## config.mk

```make
export PLATFORM = sky130hd
export DESIGN_NAME = ntt_pointwise_mul
export DESIGN_NICKNAME = d
export VERILOG_FILES = /design/src/rtl/ntt_pkg.sv /design/src/rtl/ntt_modred_step.sv /design/src/rtl/ntt_pointwise_mul.sv
export SDC_FILE = /design/constraint.sdc
export NUM_CORES = 1
export LEC_CHECK = 0
export CORE_MARGIN = 2
export CORE_UTILIZATION = 47
export DETAILED_ROUTE_END_ITERATION = 8
export HOLD_SLACK_MARGIN = 0.03
export PLACE_DENSITY_LB_ADDON = 0.05
export SYNTH_ARGS = -nofsm -noshare
export SYNTH_HDL_FRONTEND = slang
export SYNTH_SLANG_ARGS = --single-unit
```

## constraint.sdc

```tcl
create_clock -name clk -period 6.9 [get_ports clk]
set_clock_uncertainty 0.15 [all_clocks]
set_input_delay 1.38 -clock clk [delete_from_list [all_inputs] [get_ports clk]]
set_output_delay 1.38 -clock clk [all_outputs]
set_load 0.005 [all_outputs]
```

## src/rtl/ntt_pkg.sv

```systemverilog
// Shared constants and types for the NTT pointwise-multiply datapath.
// Default sizes match the upstream naiveFNTT block.
package ntt_pkg;

    localparam int NTT_N = 8;
    localparam int NTT_W = 8;

    typedef logic [NTT_W-1:0] coeff_t;

    typedef enum logic [1:0] {
        IDLE,
        LOAD,
        REDUCE,
        DONE
    } pmul_state_t;

endpackage

```

## src/rtl/ntt_modred_step.sv

```systemverilog
// One restoring shift-subtract step of a bit-serial modular reduction:
// shift the next product bit into the remainder, subtract mod if it fits.
module ntt_modred_step
    import ntt_pkg::*;
#(
    parameter int W = NTT_W
) (
    input  logic [W:0]   rem,
    input  logic         bit_in,
    input  logic [W-1:0] mod,
    output logic [W:0]   rem_next
);

    logic [W+1:0] t;
    logic [W+1:0] m;

    // Two guard bits keep the compare exact even if rem is not yet below mod.
    always_comb begin
        t        = {rem, bit_in};
        m        = {2'b00, mod};
        rem_next = (W+1)'((t >= m) ? (t - m) : t);
    end

endmodule

```

## src/rtl/ntt_pointwise_mul.sv

```systemverilog
// Sequential pointwise modular multiplier c[i] = a[i]*b[i] mod mod, one element
// at a time, each product reduced over 2W restoring steps.
module ntt_pointwise_mul
    import ntt_pkg::*;
#(
    parameter int N = NTT_N,
    parameter int W = NTT_W
) (
    input  logic         clk,
    input  logic         rst_n,
    input  logic         start,
    input  logic [W-1:0] a [N],
    input  logic [W-1:0] b [N],
    input  logic [W-1:0] mod,
    output logic         busy,
    output logic         done,
    output logic [W-1:0] c [N]
);

    localparam int IDX_W = (N > 1) ? $clog2(N) : 1;
    localparam int CNT_W = $clog2(2 * W);

    pmul_state_t      state_reg;
    logic [W-1:0]     a_reg [N];
    logic [W-1:0]     b_reg [N];
    logic [W-1:0]     c_reg [N];
    logic [W-1:0]     mod_reg;
    logic [IDX_W-1:0] idx_reg;
    logic [CNT_W-1:0] cnt_reg;
    logic [2*W-1:0]   prod_reg;
    logic [W:0]       rem_reg;
    logic             busy_reg;
    logic             done_reg;

    logic [W:0]       rem_next;
    logic             capture_en;
    logic             last_step;
    logic             c_wr_en;
    logic [W-1:0]     c_wr_data;

    ntt_modred_step #(.W(W)) u_step (
        .rem      (rem_reg),
        .bit_in   (prod_reg[2*W-1]),
        .mod      (mod_reg),
        .rem_next (rem_next)
    );

    // A modulus of 0 or 1 forces zero results; the schedule is left untouched.
    always_comb begin
        capture_en = (state_reg == IDLE) && start;
        last_step  = (cnt_reg == CNT_W'(2 * W - 1));
        c_wr_en    = (state_reg == REDUCE) && last_step;
        c_wr_data  = (mod_reg <= W'(1)) ? '0 : rem_next[W-1:0];
    end

    always_ff @(posedge clk) begin
        if (!rst_n) begin
            state_reg <= IDLE;
            mod_reg   <= '0;
            idx_reg   <= '0;
            cnt_reg   <= '0;
            prod_reg  <= '0;
            rem_reg   <= '0;
            busy_reg  <= 1'b0;
            done_reg  <= 1'b0;
        end else begin
            case (state_reg)
                IDLE: begin
                    done_reg <= 1'b0;
                    if (start) begin
                        mod_reg   <= mod;
                        idx_reg   <= '0;
                        busy_reg  <= 1'b1;
                        state_reg <= LOAD;
                    end
                end
                LOAD: begin
                    prod_reg  <= (2*W)'(a_reg[idx_reg]) * (2*W)'(b_reg[idx_reg]);
                    rem_reg   <= '0;
                    cnt_reg   <= '0;
                    state_reg <= REDUCE;
                end
                REDUCE: begin
                    rem_reg  <= rem_next;
                    prod_reg <= prod_reg << 1;
                    cnt_reg  <= cnt_reg + CNT_W'(1);
                    if (last_step) begin
                        if (idx_reg == IDX_W'(N - 1)) begin
                            busy_reg  <= 1'b0;
                            done_reg  <= 1'b1;
                            state_reg <= DONE;
                        end else begin
                            idx_reg   <= idx_reg + IDX_W'(1);
                            state_reg <= LOAD;
                        end
                    end
                end
                DONE: begin
                    done_reg  <= 1'b0;
                    state_reg <= IDLE;
                end
                default: begin
                    busy_reg  <= 1'b0;
                    done_reg  <= 1'b0;
                    state_reg <= IDLE;
                end
            endcase
        end
    end

    generate
        for (genvar gi = 0; gi < N; gi++) begin : g_elem
            always_ff @(posedge clk) begin
                if (!rst_n) begin
                    a_reg[gi] <= '0;
                    b_reg[gi] <= '0;
                end else if (capture_en) begin
                    a_reg[gi] <= a[gi];
                    b_reg[gi] <= b[gi];
                end
            end

            always_ff @(posedge clk) begin
                if (!rst_n) begin
                    c_reg[gi] <= '0;
                end else if (c_wr_en && (idx_reg == IDX_W'(gi))) begin
                    c_reg[gi] <= c_wr_data;
                end
            end

            assign c[gi] = c_reg[gi];
        end
    endgenerate

    assign busy = busy_reg;
    assign done = done_reg;

endmodule

```

==> out/metrics.yaml, run 1 <==
place_area_mm2: 0.01487
synth_top_flop_cell: "edfxtp_1"
gp_congestion: 0.8191
path_max_fanout: 21
worstMarginPinSlew_ps: 1217
wire_per_inst_um: 17.10
switching_share_pct: 34.16
p_int_mw: 3.568
clock-root-buffer: "clkbuf_16"
tritoncts: "yes"
outcome: "finished, final reports clean"
p_sw_mw: 1.851
fp.dieH_um: 167.1
detail-route-antenna-nets: 0
synth_edf_count: 192
ctsResizeCount: 0
cp-start-kind: "flop"
core_area_mm2: 0.02606
leakage_nw: 6.098
path_common_cell: "fa_1"
fin_setup_tns_ps: 0
syn_area_mm2: 0.01250
vias_per_cell: 5.121
yosys.area.top_type: "edfxtp_1"
fmax_ghz: 0.1650
clock_sinks: 239
die_x_um: 167.1
cp-end-kind: "flop"
cts_max_level: 1
yosysTopAreaCellShare_pct: 46.13
dieArea_mm2: 0.02792
ys_seq_elements: 239
syn_inst: 1015
ios: 205
syn_nets: 1245
clkTransAtPathRegs_ps: 60
power.total_mw: 5.419
cpPeakStageDelay_ps: 610
postCtsSetupBuffers: 0
rows: 59
synthTopCellsByCount: "192 x edfxtp_1, 135 x nor2_1, 131 x and2_1"
areaGrowthSynthToFinish_pct: 26.01
min_period_over_period_pct: 87.84
grt_max_degree: 137
grt_pass1_wl_mm: 43.64
drive_gt1_share_pct: 8.495
hp-class: "reg2reg"
clkLatencyLatePin_ps: 530
place_hpwl_mm: 19.85
pwr-share-comb_pct: 37.3
slew_headroom_pct: 18.69
drc: 0
crit_type: "reg2reg"
antenna_found_initial: 0
required_ps: 7160
powerDensity_mw_per_mm2: 344.1
vias: 8045
drt_iter0_markers: 650
start_util_pct: 47.97
finalCriticalPeriod_ps: 6061
fin_util_pct: 60.44
cp_cell_sequence: "buf_12, mux4_2, mux2i_2, or2_1, fa_1, fa_1, inv_1, fa_1, inv_1, fa_1, inv_1, ha_1, and3_1, a211oi_1, o31ai_1, a311oi_1, xor2_1, o21ai_0"
track_usage_pct: 19.54
crit_arrival_ps: 6320
seq_area_frac_synth_pct: 53.65
avgSynthCellArea_um2: 12.31
final_hold_viol_count: 0
grt_pass1_vias: 8112
maxSlewViolCount: 0
finalSetupViolCount: 0
clockPowerShare_pct: 26.3
placement.io_buffers: 204
cap_violations: 0
rsz0062_at_grt: "false"
worst_slack_ps: 839.1
cts_buffer_depth: 3
ys_async_sr_fraction_pct: 0
n_antenna_cell: 0
nets: 1448
cts_buffers: 26
pwr-share-seq_pct: 36.4
synth.distinct_cells: 57
stdcell_area_mm2: 0.01575
grt_overflow: 0
postCtsHoldBufs: 0
first_pass_iters: 5
synth-warning-count: 0
synth.most_common_cell: "edfxtp_1"
cp_slowest_cell: "dfxtp_2"
preCtsSetupSlack_ps: 751.9
wl_mm: 26.86
synth_area_leaders: "edfxtp_1 46%, dfxtp_1 7.5%, and2_1 6.6%, fa_1 5.9%, mux4_2 5.8%"
ir_worst_vdd_uv: 221.9
==> stage by stage <==
step	hold WS, ps	std cells
floorplan	274.8	1015
global placement	296.0	1525
detailed placement	302.8	1525
CTS	316.0	1571
global route	340.9	1571
finish	309.1	1571
==> layout make-up <==
| type | count | area [um2] |
|---|---|---|
| Clock inverter | 15 | 209.0 |
| Tap cell | 335 | 419.2 |
| Clock buffer | 31 | 669.4 |
| Fill cell | 2092 | 10310 |
| Multi-Input combinational cell | 668 | 5343 |
| Inverter | 66 | 250.2 |
| Timing Repair Buffer | 217 | 2152 |
| Sequential cell | 239 | 6708 |
==> cell families (layout without fill, tap and decap cells) <==
logic type | Yosys count | after routing | share of synthesized area [%]
xor+xnor | 10 | 10 | 0.7007
buf+inv | 108 | 329 | 3.644
mux | 55 | 55 | 8.078
fa+ha+maj | 91 | 91 | 11.33
simple gates | 380 | 380 | 15.17
compound gates | 132 | 132 | 7.428
flops | 239 | 239 | 53.65
==> worst max-delay path, delay by kind of cell, from the launching register on <==
family                     cells  cell delay, ps
adders and majority gates      5            2340
muxes                          2             940
AOI/OAI and AO/OA              4             910
DFF                            1             610
buffers and inverters          4             410
and+or+nand+nor                2             400
xor gates and xnor gates       1             160
==> per-layer routing <==
metal  GRT usage, %  routed length (um)  up-vias  share of wire, %
li1               -                   -     3976                 -
met1          30.41               13220     3775                49
met2          28.68               11530      261                43
met3          3.446                1646       33               6.1
met4          4.423                 466        0               1.7
met5              0                   0        -                 0
==> cell usage in the layout (no fill, tap or decap), types with 11 or more instances in the layout <==
cell type,instances
clkdlybuf4s50_1,204
edfxtp_1,192
nor2_1,135
and2_1,131
inv_1,65
ha_1,54
nand2_1,50
dfxtp_1,46
o21ai_0,37
fa_1,37
mux4_2,32
clkbuf_16,26
a21oi_1,21
nand3_1,16
buf_4,12
mux2i_2,11
or2_1,11
nor2b_1,11
==> power by group through the flow <==
stage                     registers, mW  logic (mW)  clock network, mW
after floorplan                    1.96        1.52                  0
after global placement             2.00        2.02                  0
after detailed placement           2.01        2.02                  0
after CTS                          1.98        2.04               1.45
after global routing               2.00        2.28               1.51
final                              1.97        2.02               1.43
==> worst paths after layout <==
check	from	to	slack (ps)	cells after the start
worst min register to register	prod_reg[0]	prod_reg[0]	310	2
worst max-delay path	flop	prod_reg[14]	840	18
worst min-delay path	prod_reg[0]	prod_reg[0]	310	2
worst max register to register	flop	prod_reg[14]	840	18
(Power assumes the default switching activity.)
==> run 2: changes to the inputs <==
--- a/config.mk
+++ b/config.mk
@@ -5,6 +5,7 @@
 export SDC_FILE = /design/constraint.sdc
 export NUM_CORES = 1
 export LEC_CHECK = 0
+export CAP_MARGIN = 0
 export CORE_MARGIN = 2
 export CORE_UTILIZATION = 47
 export DETAILED_ROUTE_END_ITERATION = 8
==> constraint.sdc (replaced) <==
create_clock -name clk -period 5.6 [get_ports clk]
set_clock_uncertainty 0.15 [all_clocks]
set_input_delay 1.12 -clock clk [delete_from_list [all_inputs] [get_ports clk]]
set_output_delay 1.12 -clock clk [all_outputs]
set_load 0.005 [all_outputs]
==> out/metrics.yaml, run 2 (synthesis results as in run 1) <==
layout_commonest_cell: "clkdlybuf4s50_1"
min_period_over_period_pct: 96.12
fmax_ghz: 0.1858
pwr-share-seq_pct: 35.7
clkTransAtPathRegs_ps: 60
antenna_found_initial: 0
multiInputGateArea_mm2: 0.005388
placed_cells: 1549
finalCriticalPeriod_ps: 5383
clockPowerShare_pct: 24.1
regArea_mm2: 0.006710
gp_congestion: 0.8796
leakage_nw: 6.212
cap_violations: 0
start_util_pct: 47.97
stdcell_count: 1597
cpPeakStageDelay_ps: 550
dieArea_mm2: 0.02792
outcome: "finished, final reports clean"
core_area_mm2: 0.02606
path_common_cell: "fa_1"
finalSetupViolCount: 0
ir_worst_vdd_uv: 261.4
switching_share_pct: 34.72
drc: 0
cp-end-kind: "flop"
final_cell_mix: "204 x clkdlybuf4s50_1, 192 x edfxtp_1, 135 x nor2_1"
grt_pass1_wl_mm: 43.98
detail-route-antenna-nets: 0
crit_type: "reg2reg"
grt_overflow: 0
place_hpwl_mm: 20.18
die_x_um: 167.1
grt_max_degree: 137
r2r_slack_ps: 220
crit_arrival_ps: 5680
hp-class: "reg2reg"
maxSlewViolCount: 0
cts_buffer_depth: 3
stdcell_area_mm2: 0.01599
track_usage_pct: 19.67
clock-root-buffer: "clkbuf_16"
worst_slack_ps: 217.0
cp-start-kind: "flop"
rsz0062_at_grt: "false"
slew_headroom_pct: 14.41
path_max_fanout: 7
cp_slowest_cell: "fa_1"
clkLatencyLatePin_ps: 540
first_pass_iters: 5
n_antenna_cell: 0
pwr-share-comb_pct: 40.2
rows: 59
nFillCells: 2081
fp.dieH_um: 167.1
grt_pass1_vias: 8291
wire_per_inst_um: 17.30
placement.io_buffers: 204
fin_setup_tns_ps: 0
postCtsHoldBufs: 0
vias: 8210
place_area_mm2: 0.01510
wl_mm: 27.62
cts_max_level: 1
vias_per_cell: 5.141
cp_cell_sequence: "buf_12, buf_12, mux4_2, mux2i_2, or2_1, fa_1, fa_1, inv_1, fa_1, inv_1, fa_1, inv_1, ha_4, o21a_1, o31a_1, o2111ai_1, and2_4, a2111o_1, o211ai_1"
drive_gt1_share_pct: 10.78
p_int_mw: 4.419
drt_iter0_markers: 569
worstMarginPinSlew_ps: 1270
required_ps: 5900
p_sw_mw: 2.351
ios: 205
tritoncts: "yes"
cts_buffers: 26
final_hold_viol_count: 0
powerDensity_mw_per_mm2: 423.3
nets: 1474
areaGrowthSynthToFinish_pct: 27.96
clock_sinks: 239
preCtsSetupSlack_ps: -8.179
## run 2: layout make-up
class,count,area share [%]
Sequential cell,239,41.95
Multi-Input combinational cell,668,33.69
Timing Repair Buffer,243,15.12
Clock buffer,32,4.209
Tap cell,335,2.621
Inverter,66,1.565
Clock inverter,14,0.8449
## run 2: critical path, delay by kind of cell (launching register included)
kind,cells,cell delay (ps)
flip-flops,1,370
AO/OA/AOI/OAI,5,960
AND/OR/NAND/NOR,2,330
adder cells (fa/ha/maj),5,2350
multiplexers,2,700
buffers and inverters,5,440
## run 2: path summary, 6_finish.rpt
check,to,startpoint,cells past startpoint
min,prod_reg[0],prod_reg[0],2
max reg2reg,prod_reg[15],flop,19
max,prod_reg[15],flop,19
min reg2reg,prod_reg[0],prod_reg[0],2
## run 2: power by group through the flow
stage / Sequential, mW / Clock (mW) / Combinational (mW)
floorplan: 2.42 / 0 / 1.87
global placement: 2.46 / 0 / 2.66
detailed placement: 2.46 / 0 / 2.69
CTS: 2.42 / 1.66 / 2.71
global route: 2.45 / 1.72 / 3.06
finish: 2.42 / 1.63 / 2.72
## run 2: what timing repair did
item                                    4_1_cts  5_1_grt
endpoints found under the setup margin        1        6
setup buffers                                 0        1
resized for setup                             2        7
pin swaps                                     0        6
cloned                                        0        1
## run 2: per-layer routing
layer  vias up  wire (um)  share of wire, %  GRT usage (%)
li1       4021          -                 -              -
met5         -          0                 0              0
met3        30       1389               5.0          3.042
met2       231      12470                45          31.15
met1      3928      13360                48          28.89
met4         0        403               1.5          4.310
## run 2: through the flow
step / util [%] / total power, mW / hold slack (ps)
5_1_grt: 61.38 / 7.236 / 341.7
3_3_place_gp: 57.95 / 5.117 / 305.8
2_1_floorplan: - / 4.285 / 274.8
4_1_cts: 61.12 / 6.795 / 311.8
3_5_place_dp: 57.95 / 5.146 / 298.8
6_report: 61.38 / 6.770 / 304.0
==> run 3: changes to the inputs <==
--- a/config.mk
+++ b/config.mk
@@ -11,6 +11,8 @@
 export DETAILED_ROUTE_END_ITERATION = 8
 export HOLD_SLACK_MARGIN = 0.03
 export PLACE_DENSITY_LB_ADDON = 0.05
+export RECOVER_POWER = 25
+export SKIP_CTS_REPAIR_TIMING = 1
 export SYNTH_ARGS = -nofsm -noshare
 export SYNTH_HDL_FRONTEND = slang
 export SYNTH_SLANG_ARGS = --single-unit
==> out/metrics.yaml, run 3 (synthesis results as in run 1) <==
cap_violations: 1
cts_buffer_depth: 3
track_usage_pct: 19.66
n_antenna_cell: 0
clkTransAtPathRegs_ps: 60
p_int_mw: 4.415
rsz0062_at_grt: "false"
violations: "capacitance limit, slew limit"
fmax_ghz: 0.1857
place_hpwl_mm: 20.18
fp.dieH_um: 167.1
grt_pass1_vias: 8289
placed_cells: 1549
dieArea_mm2: 0.02792
drt_iter0_markers: 605
stdcell_count: 1597
grt_max_degree: 137
drive_gt1_share_pct: 10.62
ios: 205
die_x_um: 167.1
final_cell_mix: "192 x edfxtp_1, 136 x clkdlybuf4s50_1, 135 x nor2_1"
tritoncts: "yes"
switching_share_pct: 34.74
antenna_found_initial: 0
p_sw_mw: 2.350
wl_mm: 27.64
detail-route-antenna-nets: 0
drc: 0
areaGrowthSynthToFinish_pct: 27.91
rows: 59
finalCriticalPeriod_ps: 5384
placement.io_buffers: 204
grt_pass1_wl_mm: 43.97
cts_buffers: 26
clkLatencyLatePin_ps: 540
final_hold_viol_count: 0
leakage_nw: 6.290
cp_cell_sequence: "buf_12, buf_12, mux4_2, mux2i_2, or2_1, fa_1, fa_1, inv_1, fa_1, inv_1, fa_1, inv_1, ha_4, o21a_1, o31a_1, o2111ai_1, and2_4, a2111o_1, o211ai_1"
crit_arrival_ps: 5680
cpPeakStageDelay_ps: 550
reg2regPathDepth: 19
cp_slowest_cell: "fa_1"
gp_congestion: 0.8796
path_max_fanout: 7
first_pass_iters: 5
r2r_slack_ps: 220
maxSlewViolCount: 82
min_path_cells: 2
vias: 8212
fin_util_pct: 61.35
holdWs_ps: 304.0
pwr-share-comb_pct: 40.1
clock_sinks: 239
wire_per_inst_um: 17.31
slew_headroom_pct: -91.97
start_util_pct: 47.97
power.total_mw: 6.764
clockPowerShare_pct: 24.1
min_from: "prod_reg[0]"
path_common_cell: "fa_1"
min_period_over_period_pct: 96.14
timing.rr.end: "prod_reg[15]"
clock-root-buffer: "clkbuf_16"
layout_commonest_cell: "edfxtp_1"
nets: 1474
cp-end-kind: "flop"
powerDensity_mw_per_mm2: 423.1
vias_per_cell: 5.142
required_ps: 5900
ir_worst_vdd_uv: 261.3
worstMarginPinSlew_ps: 2880
cp-start-kind: "flop"
grt_overflow: 0
core_area_mm2: 0.02606
cts_max_level: 1
outcome: "finished, violations left"
cp-endpoint: "prod_reg[15]"
crit_type: "reg2reg"
pwr-share-seq_pct: 35.8
finalSetupViolCount: 0
hp-class: "reg2reg"
-- run 3: area by class of cell --
type,instances,area (um2)
well taps,335,419.2
multi-input cells,668,5388
clock buffers,32,673.1
fillers,2082,10070
flip-flops and latches,239,6710
inverters,66,247.7
clock inverters,14,135.1
repair buffers,243,2415
-- run 3: worst min path at each step --
stage | to | slack (ps)
after floorplan | prod_reg[0] | 270
after global placement | prod_reg[0] | 310
after detailed placement | prod_reg[0] | 300
after CTS | prod_reg[0] | 310
after global routing | prod_reg[9] | 340
final | prod_reg[0] | 300
-- run 3: power groups by stage --
| stage | Clock [mW] | Combinational [mW] | Sequential (mW) |
|---|---|---|---|
| 2_1_floorplan | 0 | 1.87 | 2.42 |
| 3_3_place_gp | 0 | 2.66 | 2.46 |
| 3_5_place_dp | 0 | 2.69 | 2.46 |
| 4_1_cts | 1.66 | 2.71 | 2.42 |
| 5_1_grt | 1.72 | 3.05 | 2.46 |
| 6_report | 1.63 | 2.71 | 2.42 |
-- run 3: metrics by stage --
step	cell area [um2]	setup WS, ps	TNS, ps
final	15990	216.2	0
after global routing	15990	4.350	0
after CTS	15910	-16.44	-16.44
after detailed placement	15100	-8.179	-8.179
after global placement	15100	31.51	0
after floorplan	12500	107.9	0
-- run 3: layer usage --
layer / part of all wire [%] / wire length, um / vias up / track usage, %
li1: - / - / 4024 / -
met1: 48 / 13280 / 3914 / 28.87
met2: 45 / 12470 / 244 / 31.15
met3: 5.4 / 1487 / 30 / 3.042
met4: 1.5 / 403 / 0 / 4.310
met5: 0 / 0 / - / 0
-- run 3: worst max-delay path: cells and delay by family (launching register included) --
family | cells | cell delay, ps
compound gates | 5 | 960
fa+ha+maj | 5 | 2350
buf+inv | 5 | 440
flops | 1 | 370
mux | 2 | 700
simple gates | 2 | 330
